--- config.mk ---
export PLATFORM = sky130hd
export DESIGN_NAME = residu_filter
export DESIGN_NICKNAME = d
export VERILOG_FILES = /design/src/rtl/residu_filter.sv
export SDC_FILE = /design/constraint.sdc
export NUM_CORES = 1
export LEC_CHECK = 0
export ABC_AREA = 1
export ABC_CLOCK_PERIOD_IN_PS = 10750
export CAP_MARGIN = 15
export CORE_MARGIN = 1
export CORE_UTILIZATION = 63
export DETAILED_ROUTE_END_ITERATION = 7
export PLACE_DENSITY = 0.83
export SYNTH_ARGS = -nofsm -noshare
export SYNTH_HDL_FRONTEND = slang
export SYNTH_SLANG_ARGS = --single-unit
export TNS_END_PERCENT = 100
--- constraint.sdc ---
create_clock -name clk -period 10.75 [get_ports clk]
set_input_delay 1.6125 -clock clk [delete_from_list [all_inputs] [get_ports clk]]
set_output_delay 1.6125 -clock clk [all_outputs]
set_load 0.05 [all_outputs]
--- src/rtl/residu_filter.sv ---
// G.729 LPC inverse filter: y[n] = round(shl(sum ap[j]*x[n-j], 3)) over scratch memory.
// Latency 34+35*lg cycles from start to done; no backpressure, memory answers in fixed 2 cycles.
module residu_filter #(
    parameter int ADDR_W = 12,
    parameter int DATA_W = 32,
    parameter int LG_W   = 6
) (
    input  logic              clk,
    input  logic              reset,
    input  logic              start,
    input  logic [ADDR_W-1:0] A,
    input  logic [ADDR_W-1:0] X,
    input  logic [ADDR_W-1:0] Y,
    input  logic [LG_W-1:0]   lg,
    input  logic [DATA_W-1:0] readIn,
    output logic [ADDR_W-1:0] resReadRequested,
    output logic [ADDR_W-1:0] resWriteRequested,
    output logic [DATA_W-1:0] resOut,
    output logic              resWrite,
    output logic              done
);

    typedef enum logic [3:0] {
        S_IDLE, S_LOAD_ADDR, S_LOAD_WAIT, S_LOAD_CAP,
        S_TAP_ADDR, S_TAP_WAIT, S_TAP_CAP, S_ROUND, S_WRITE, S_DONE
    } state_t;

    state_t             r_state;
    logic [ADDR_W-1:0]  r_a, r_x, r_y;
    logic [LG_W-1:0]    r_lg, r_n;
    logic [3:0]         r_k, r_j;
    logic [31:0]        r_acc;
    logic [15:0]        r_ap [0:10];
    logic [ADDR_W-1:0]  r_rd_addr, r_wr_addr;
    logic [DATA_W-1:0]  r_wr_dat;
    logic               r_wr, r_done;

    logic [15:0]        w_x, w_coef, w_y;
    logic signed [31:0] w_prod;
    logic [31:0]        w_lmult, w_mac, w_acc_next, w_shl;
    logic [32:0]        w_mac_sum, w_rnd;
    logic [ADDR_W-1:0]  w_n_ext;
    logic [LG_W-1:0]    w_n1;
    logic               w_unused;

    assign w_x    = readIn[15:0];
    assign w_coef = r_ap[r_j];
    assign w_prod = $signed(w_coef) * $signed(w_x);
    // Only -1 * -1 overflows the doubled product.
    assign w_lmult = (w_coef == 16'h8000 && w_x == 16'h8000) ? 32'h7FFF_FFFF
                                                              : {w_prod[30:0], 1'b0};
    assign w_mac_sum = {r_acc[31], r_acc} + {w_lmult[31], w_lmult};
    assign w_mac = (w_mac_sum[32] != w_mac_sum[31])
                 ? (w_mac_sum[32] ? 32'h8000_0000 : 32'h7FFF_FFFF)
                 : w_mac_sum[31:0];
    assign w_acc_next = (r_j == 4'd0) ? w_lmult : w_mac;

    // Shift by 3 is lossless only when the top four bits are all sign copies.
    assign w_shl = (r_acc[31:28] == 4'h0 || r_acc[31:28] == 4'hF) ? {r_acc[28:0], 3'b000}
                 : (r_acc[31] ? 32'h8000_0000 : 32'h7FFF_FFFF);
    assign w_rnd = {w_shl[31], w_shl} + 33'h0_0000_8000;
    assign w_y   = (w_rnd[32] != w_rnd[31]) ? 16'h7FFF : w_rnd[31:16];

    assign w_n_ext  = ADDR_W'(r_n);
    assign w_n1     = r_n + LG_W'(1);
    assign w_unused = ^{readIn[DATA_W-1:16], w_prod[31], w_rnd[15:0]};

    always_ff @(posedge clk or negedge reset) begin
        if (!reset) begin
            r_state   <= S_IDLE;
            r_a       <= '0;
            r_x       <= '0;
            r_y       <= '0;
            r_lg      <= '0;
            r_n       <= '0;
            r_k       <= '0;
            r_j       <= '0;
            r_acc     <= '0;
            r_rd_addr <= '0;
            r_wr_addr <= '0;
            r_wr_dat  <= '0;
            r_wr      <= 1'b0;
            r_done    <= 1'b0;
            for (int i = 0; i < 11; i++) r_ap[i] <= '0;
        end else begin
            r_done <= 1'b0;
            case (r_state)
                S_IDLE: begin
                    // The cycle showing done is also IDLE; a start there is dropped.
                    if (start && !r_done) begin
                        r_a       <= A;
                        r_x       <= X;
                        r_y       <= Y;
                        r_lg      <= lg;
                        r_k       <= 4'd0;
                        r_rd_addr <= A;
                        r_state   <= S_LOAD_ADDR;
                    end
                end
                S_LOAD_ADDR: r_state <= S_LOAD_WAIT;
                S_LOAD_WAIT: r_state <= S_LOAD_CAP;
                S_LOAD_CAP: begin
                    r_ap[r_k] <= w_x;
                    if (r_k == 4'd10) begin
                        r_n       <= '0;
                        r_j       <= 4'd0;
                        r_acc     <= '0;
                        r_rd_addr <= r_x;
                        r_state   <= (r_lg == '0) ? S_DONE : S_TAP_ADDR;
                    end else begin
                        r_k       <= r_k + 4'd1;
                        r_rd_addr <= r_a + ADDR_W'(r_k + 4'd1);
                        r_state   <= S_LOAD_ADDR;
                    end
                end
                S_TAP_ADDR: r_state <= S_TAP_WAIT;
                S_TAP_WAIT: r_state <= S_TAP_CAP;
                S_TAP_CAP: begin
                    r_acc <= w_acc_next;
                    if (r_j == 4'd10) begin
                        r_state <= S_ROUND;
                    end else begin
                        r_j       <= r_j + 4'd1;
                        r_rd_addr <= r_x + w_n_ext - ADDR_W'(r_j + 4'd1);
                        r_state   <= S_TAP_ADDR;
                    end
                end
                S_ROUND: begin
                    r_wr_addr <= r_y + w_n_ext;
                    r_wr_dat  <= {{(DATA_W-16){w_y[15]}}, w_y};
                    r_wr      <= 1'b1;
                    r_state   <= S_WRITE;
                end
                S_WRITE: begin
                    r_wr <= 1'b0;
                    r_n  <= w_n1;
                    r_j  <= 4'd0;
                    if (w_n1 < r_lg) begin
                        r_rd_addr <= r_x + ADDR_W'(w_n1);
                        r_state   <= S_TAP_ADDR;
                    end else begin
                        r_state <= S_DONE;
                    end
                end
                S_DONE: begin
                    r_done  <= 1'b1;
                    r_state <= S_IDLE;
                end
                default: r_state <= S_IDLE;
            endcase
        end
    end

    assign resReadRequested  = r_rd_addr;
    assign resWriteRequested = r_wr_addr;
    assign resOut            = r_wr_dat;
    assign resWrite          = r_wr;
    assign done              = r_done;

endmodule

; Word level (Yosys, flattened, before mapping)
; Index checks and enable logic that the tools add are counted.
; Widths: inputs -> output; s select.
[word_totals]
ff_bits = 310
out_inout_bits = 58
[classes]
n_addsub = 12
multipliers = 1
n_lt_le_gt_ge = 4
eq_ne = 21
muxes = 36
bitwise = 2
n_reduce_logical = 21
[op_table]
columns = cell, count
row1 = $mux 32, 7
row2 = $bwmux 176, 1
row3 = $bmux 16 s4, 1
row4 = $demux 16 s4, 1
row5 = $mux 16, 4
row6 = $pmux 32 s2, 1
row7 = $mux 12, 4
row8 = $pmux 12 s4, 1
row9 = $add 12x6->12, 3
row10 = $pmux 4 s9, 1
row11 = $add 32x17->33 const B, 1
row12 = $add 32x32->33, 1
row13 = $eq 16x16->1 const B, 2
row14 = $mux 4, 8
row15 = $mul 16x16->31, 1
row16 = $eq 4x4->1 const B, 5
row17 = $eq 4x3->1 const B, 4
row18 = $add 12x5->12, 1
row19 = $logic_not 4->1, 3
row20 = $pmux 4 s3, 1
row21 = $pmux 6 s2, 1
row22 = $sub 12x5->12, 1
row23 = $add 4x1->5 const B, 2
row24 = $ge 5x5->1 const B, 2
row25 = 24 further kinds, 40

; Depth between registers and ports, before layout
; Gate-level depths: netlist (run 1).
[logic_depth]
ltp_word = 12
mapped_depth = 54
mapped_depth_nobuf = 52

; Least setup slack after synthesis (run 1)
; OpenSTA, ideal clock, no wires.
[synth_path]
path_kind = input to register
start = in readIn[7]
end = reg r_acc[1]
setup_time_ns = 0.118
t_arrival_ns = 8.414
required_ns = 10.632
setup_slack_ns = 2.218
stages = 39
path_cell_list = clkbuf_1 -> clkbuf_1 -> nand2_1 -> fa_1 -> inv_1 -> fa_1 -> inv_1 -> fa_1 -> inv_1 -> fa_1 -> fa_1 -> inv_1 -> fa_1 -> inv_1 -> ha_1 -> a21oi_1 -> o21ai_0 -> a21oi_1 -> (+3 left out) -> xor2_1 -> inv_1 -> nand2_1 -> ha_1 -> nand2_1 -> inv_1 -> nand2_1 -> nor4_1 -> a21oi_1 -> nand2_1 -> nand2_1 -> nand2_1 -> nor2_1 -> nor2_1 -> buf_2 -> nand2_1 -> nand3_1 -> nand2_1
[synth_between]
elab_chain_len = 8
elab_cells_between_ends = 10
cone_classes = 1 x add/sub / 1 x mul / 2 x eq/ne / 5 x mux / 1 x reduce/logical
[synth_rtl]
columns = item, line
row1 = "start, declared", 15  ; input logic [DATA_W-1:0] readIn,
row2 = "parallel branches: the longest is 2 deep, another holds $mul 16x16->31", n/a
row3 = $mux 32 *, 50  ; assign w_lmult = (w_coef == 16'h8000 && w_x == 16'h8000) ? 32'h7FFF_FFFF
row4 = $add 32x32->33, 52  ; assign w_mac_sum = {r_acc[31], r_acc} + {w_lmult[31], w_lmult};
row5 = $mux 32 / $ne 1x1->1 (equally long branches), "54, 53"
row6 = $mux 32, 54  ; ? (w_mac_sum[32] ? 32'h8000_0000 : 32'h7FFF_FFFF)
row7 = $mux 32 *, 56  ; assign w_acc_next = (r_j == 4'd0) ? w_lmult : w_mac;
row8 = $pmux 32 s2 *, 87  ; case (r_state)
row9 = "end signal, assigned", 119  ; r_acc <= w_acc_next;
row10 = "end, declared", 32  ; logic [31:0] r_acc;
; Every way passes the cells marked *.
; A chain may end at the register's enable or synchronous reset.

; Worst setup path in the final report (run 1)
[layout_path]
start = reg r_j[3]
end = reg r_acc[27]
[layout_between]
elab_chain_len = 12
elab_cells_between_ends = 15
cone_classes = 1 x add/sub / 1 x mul / 2 x eq/ne / 8 x mux / 1 x bitwise / 2 x reduce/logical
[layout_rtl]
columns = item, line
row1 = "start, declared", 31  ; logic [3:0] r_k, r_j;
row2 = "start signal, assigned", 123  ; r_j <= r_j + 4'd1;
row3 = "parallel branches: the longest is 10 deep, another holds $add 32x32->33", n/a
row4 = $mux 32 *, 56
row5 = $pmux 32 s2 *, 87
; Every way passes the cells marked *. The select of a mux whose other input is x is not followed.

==> results.json, run 1 <==
{
  "outcome": "finished, violations left",
  "failed_checks": "DRC",
  "cts_tree": "yes",
  "period_share": 0.909,
  "slowest_delay_ns": 0.77,
  "hold_viol": 0,
  "cts_sinks": 310,
  "routed_via_density": 5.70,
  "place_hpwl_um": 57700,
  "synth_cell_types": 56,
  "cts_made_buffers": 35,
  "most-common-layout-cells": "1062 x nand2_1, 677 x inv_1, 351 x o21ai_0",
  "io_buffers": 118,
  "initial_core_util": 0.637,
  "gp_congestion": 0.953,
  "synthCells": 3847,
  "synthesis.nets": 4349,
  "drc": 2,
  "synth_edf_count": 0,
  "setup_viol": 0,
  "cpLargestDelayFamily": "adder cells",
  "cp-start-kind": "register",
  "dp.cells": 4457,
  "cts-root-buf": "clkbuf_16",
  "rows": 78,
  "drive_gt1_frac": 0.0442,
  "nFillCells": 3686,
  "async_flop_share": 1.00,
  "wl_per_cell_um": 17.7,
  "synthFlopType": "dfrtp_1",
  "multi_input_area_sq_mm": 0.0177,
  "final_area_sq_mm": 0.0316,
  "antenna_found_initial": 3,
  "crit_cells": 39,
  "critPathMaxFanout": 17,
  "via_count": 25700,
  "die_h_um": 216,
  "cts_resized": 0,
  "coreArea_sq_mm": 0.0453,
  "cts_setup_buffers": 0,
  "ctsHtreeMaxLevel": 2,
  "die_w_um": 216,
  "syn_to_final_growth_pct": 9.43,
  "dr.first_iter.drc_count": 2674,
  "nets": 4396,
  "cpMostUsedCell": "nand2_1",
  "synth_seq_area_share": 0.269,
  "syn_area_sq_mm": 0.0289,
  "grt.total_usage": 0.353,
  "reg2reg_depth": 39,
  "overflow": 0,
  "rsz0062_at_grt": "no",
  "first_global_vias": 25000,
  "stdcell_count": 4519,
  "yosys_warnings": 0,
  "post_dp_cell_area_sq_mm": 0.0305,
  "grt_start_max_net_pins": 95,
  "cts_hold_buf": 0,
  "grt_pass1_wl_um": 130000,
  "cpMaxStageDelayCell": "nor2_1",
  "max_slew_margin": 0.283,
  "regArea_sq_mm": 0.00776,
  "ant_nets": 0,
  "clock_skew_ns": 0.0271,
  "pin_count": 135,
  "worstMarginPinSlew_ns": 1.07,
  "first_pass_iters": 8,
  "arrival_ns": 10.22,
  "synth.avg_cell_area_sq_um": 7.50,
  "worstSetupPathType": "reg -> reg",
  "path_buf_inv": 9,
  "drt-total-wl_um": 80000,
  "fmax_ghz": 0.102,
  "clk_pin_slew_ns": 0.06,
  "cts_buffer_depth": 3,
  "dieArea_sq_mm": 0.0467,
  "holdPathStages": 1,
  "tns_ns": 0,
  "period_needed_ns": 9.78,
  "whs_ns": 0.454,
  "cap_violations": 0,
  "final_common_cell": "nand2_1",
  "endpoint_kind": "register",
  "hp-class": "reg -> reg",
  "slew_violations": 0,
  "ys_ff_latch": 310,
  "cp.required_ns": 11.19,
  "clock_latency_ns": 0.57
}
-- logic make-up after synthesis --
logic type,Yosys count,synth area share
buf+inv,861,0.118
compound gates,562,0.105
simple gates,1617,0.233
xor+xnor,72,0.0219
fa+ha+maj,425,0.253
flops,310,0.269
-- metal layers --
metal  vias to the layer above  track usage  part of all wire
li1                      12000            -                 -
met4                         0        0.128             0.037
met5                         -            0                 0
met1                     12200        0.479              0.40
met3                       211       0.0592             0.099
met2                      1345        0.571              0.46
-- final timing paths --
check / start / to / slack, ns
worst max-delay path: r_j[3]$_DFFE_PN0P_ / r_acc[27]$_DFFE_PN0P_ / 0.97
worst min-delay path: r_state[2]$_DFFE_PN0P_ / done$_DFF_PN0_ / 0.45
worst max register to register: r_j[3]$_DFFE_PN0P_ / r_acc[27]$_DFFE_PN0P_ / 0.97
worst min register to register: r_state[2]$_DFFE_PN0P_ / done$_DFF_PN0_ / 0.45
max in group asynchronous: reset / r_y[10]$_DFFE_PN0P_ / 8.28
min in group asynchronous: reset / r_ap[86]$_DFFE_PN0P_ / 1.02
-- stage by stage --
stage	util	worst slack (ns)
2_1_floorplan	-	2.22
6_report	0.697	0.973
5_1_grt	0.697	0.377
3_3_place_gp	0.673	0.954
4_1_cts	0.697	1.13
3_5_place_dp	0.673	0.821
-- final cells by class --
cell class | instances | area share
Clock inverter | 6 | 0.00234
Antenna cell | 3 | 0.000238
Clock buffer | 53 | 0.0321
Sequential cell | 310 | 0.246
Inverter | 689 | 0.0819
Timing Repair Buffer | 182 | 0.0532
Tap cell | 600 | 0.0238
Multi-Input combinational cell | 2676 | 0.561
-- sequential cells by signal (all words and copies together) (netlist names) --
name,flops
r_ap,176
r_x,12
resWrite,1
resWriteRequested,12
r_y,12
r_lg,6
resReadRequested,12
r_j,4
resOut,16
r_k,4
r_state,4
r_acc,32
r_a,12
r_n,6
done,1
-- cells in the mapped netlist, drive strengths merged, types with 2 or more instances --
library cell  instances  share of area
nand2              1065           0.14
inv                 686          0.089
o21ai               370          0.064
dfrtp               310           0.27
fa                  265           0.18
nor2                247          0.034
nand3               206          0.039
ha                  160          0.069
clkbuf              117          0.015
a21oi               105          0.018
buf                  55          0.013
nand4                45         0.0098
xor2                 40          0.012
xnor2                32         0.0097
nor3                 20         0.0040
or2                  17         0.0037
o211ai               15         0.0039
o22ai                14         0.0030
o21bai               13         0.0034
a31oi                 9         0.0020
o21a                  8         0.0021
a22oi                 7         0.0023
nor4                  7         0.0015
a21o                  6         0.0016
a21boi                4         0.0010
nand3b                4         0.0010
o221ai                4         0.0012
clkinv                3        0.00039
and3                  2        0.00043
o22a                  2        0.00061
Power of run 1 is left out: the tool's default activity adds up to more than one toggle a clock period on the data nets, which glitch-free logic cannot reach.
==> run 2: changes to the inputs <==
--- a/config.mk
+++ b/config.mk
@@ -8,10 +8,10 @@
 export ABC_AREA = 1
 export ABC_CLOCK_PERIOD_IN_PS = 10750
 export CAP_MARGIN = 15
-export CORE_MARGIN = 1
+export CORE_MARGIN = 2
 export CORE_UTILIZATION = 63
 export DETAILED_ROUTE_END_ITERATION = 7
-export PLACE_DENSITY = 0.83
+export PLACE_DENSITY = 0.94
 export SYNTH_ARGS = -nofsm -noshare
 export SYNTH_HDL_FRONTEND = slang
 export SYNTH_SLANG_ARGS = --single-unit
==> run 2 against run 1 <==
Effect of this change: the flow still finishes with violations (DRC); clock skew decreased by 0.0054 ns; sequential share of layout area shrank 0.057 points; fmax down 1.0%; routed wire length rose by 4.6%; critical path type unchanged.
==> results.json, run 2 (same netlist as run 1, synthesis figures left out) <==
{
  "place_hpwl_um": 60100,
  "largest-register": "r_ap",
  "rows": 78,
  "cts_buffer_depth": 3,
  "max_slew_margin": 0.261,
  "initial_core_util": 0.637,
  "cap_violations": 0,
  "largest_reg_flops": 176,
  "tns_ns": 0,
  "die_h_um": 218,
  "cts_resized": 0,
  "drt-total-wl_um": 83600,
  "cts_tree": "yes",
  "clock_latency_ns": 0.55,
  "antenna_found_initial": 4,
  "hold_viol": 0,
  "holdPathStages": 1,
  "setup_viol": 0,
  "overflow": 0,
  "endpoint_kind": "register",
  "critPathMaxFanout": 19,
  "reg2reg_depth": 40,
  "routed_via_density": 5.94,
  "worstSetupPathType": "reg -> reg",
  "io_buffers": 118,
  "drc": 2,
  "fmax_ghz": 0.101,
  "slowest_delay_ns": 0.58,
  "dr.first_iter.drc_count": 3284,
  "dieArea_sq_mm": 0.0475,
  "clock_skew_ns": 0.0217,
  "rsz0062_at_grt": "no",
  "period_needed_ns": 9.88,
  "coreArea_sq_mm": 0.0453,
  "syn_to_final_growth_pct": 9.69,
  "nets": 4392,
  "failed_checks": "DRC",
  "worstMarginPinSlew_ns": 1.11,
  "via_count": 26900,
  "outcome": "finished, violations left",
  "cts_sinks": 310,
  "period_share": 0.919,
  "clk_pin_slew_ns": 0.06,
  "final_common_cell": "nand2_1",
  "die_w_um": 218,
  "cpLargestDelayFamily": "adder cells",
  "wl_per_cell_um": 18.5,
  "ctsHtreeMaxLevel": 2,
  "grt.total_usage": 0.361,
  "cpMaxStageDelayCell": "dfrtp_2",
  "grt_pass1_wl_um": 137000,
  "first_global_vias": 27300,
  "cts-root-buf": "clkbuf_16",
  "ant_nets": 0,
  "first_pass_iters": 8,
  "hp-class": "reg -> reg",
  "drive_gt1_frac": 0.0444,
  "cts_made_buffers": 35,
  "arrival_ns": 10.30,
  "pin_count": 135,
  "path_buf_inv": 9,
  "most-common-layout-cells": "1062 x nand2_1, 677 x inv_1, 351 x o21ai_0",
  "gp_congestion": 0.999,
  "cp.required_ns": 11.17,
  "whs_ns": 0.472,
  "slew_violations": 0,
  "crit_cells": 40,
  "cp-start-kind": "register",
  "cts_hold_buf": 0,
  "cpMostUsedCell": "nand2_1",
  "cts_setup_buffers": 0,
  "nFillCells": 3315,
  "grt_start_max_net_pins": 175
}
==> run 2: worst paths after layout <==
path,startpoint,to,slack (ns)
setup reg to reg,r_j[0]$_DFFE_PN0P_,r_acc[22]$_DFFE_PN0P_,0.87
setup / recovery,r_j[0]$_DFFE_PN0P_,r_acc[22]$_DFFE_PN0P_,0.87
min in group asynchronous,reset,r_ap[155]$_DFFE_PN0P_,1.05
hold / removal,r_state[2]$_DFFE_PN0P_,done$_DFF_PN0_,0.47
hold reg to reg,r_state[2]$_DFFE_PN0P_,done$_DFF_PN0_,0.47
max in group asynchronous,reset,r_acc[7]$_DFFE_PN0P_,8.23
==> run 2: area by class of cell <==
class / instances / area (sq um) / area share
clock inverter: 12 / 181 / 0.00573
timing repair buffer: 178 / 1660 / 0.0525
clock buffer: 52 / 1000 / 0.0316
multi-input combinational: 2676 / 17700 / 0.559
inverter: 689 / 2590 / 0.0817
sequential: 310 / 7760 / 0.245
antenna: 2 / 5.00 / 0.000158
tap: 600 / 751 / 0.0237
==> run 2: per-stage QoR <==
| step | worst slack [ns] | util | std cells | cell area [sq um] |
|---|---|---|---|---|
| after floorplan | 2.22 | - | 3847 | 28900 |
| after global placement | 0.875 | 0.673 | 4453 | 30500 |
| after detailed placement | 0.652 | 0.673 | 4453 | 30500 |
| after CTS | 1.14 | 0.699 | 4517 | 31600 |
| after global routing | 0.293 | 0.699 | 4518 | 31600 |
| final | 0.871 | 0.699 | 4519 | 31600 |
==> run 2: per-layer routing <==
metal	GRT usage	wire length [um]	vias up
met2	0.578	38600	1824
li1	-	-	12000
met4	0.207	4730	4
met5	0	45	-
met1	0.461	31000	12600
met3	0.0664	9260	402
Power of run 2 is left out for the same reason.
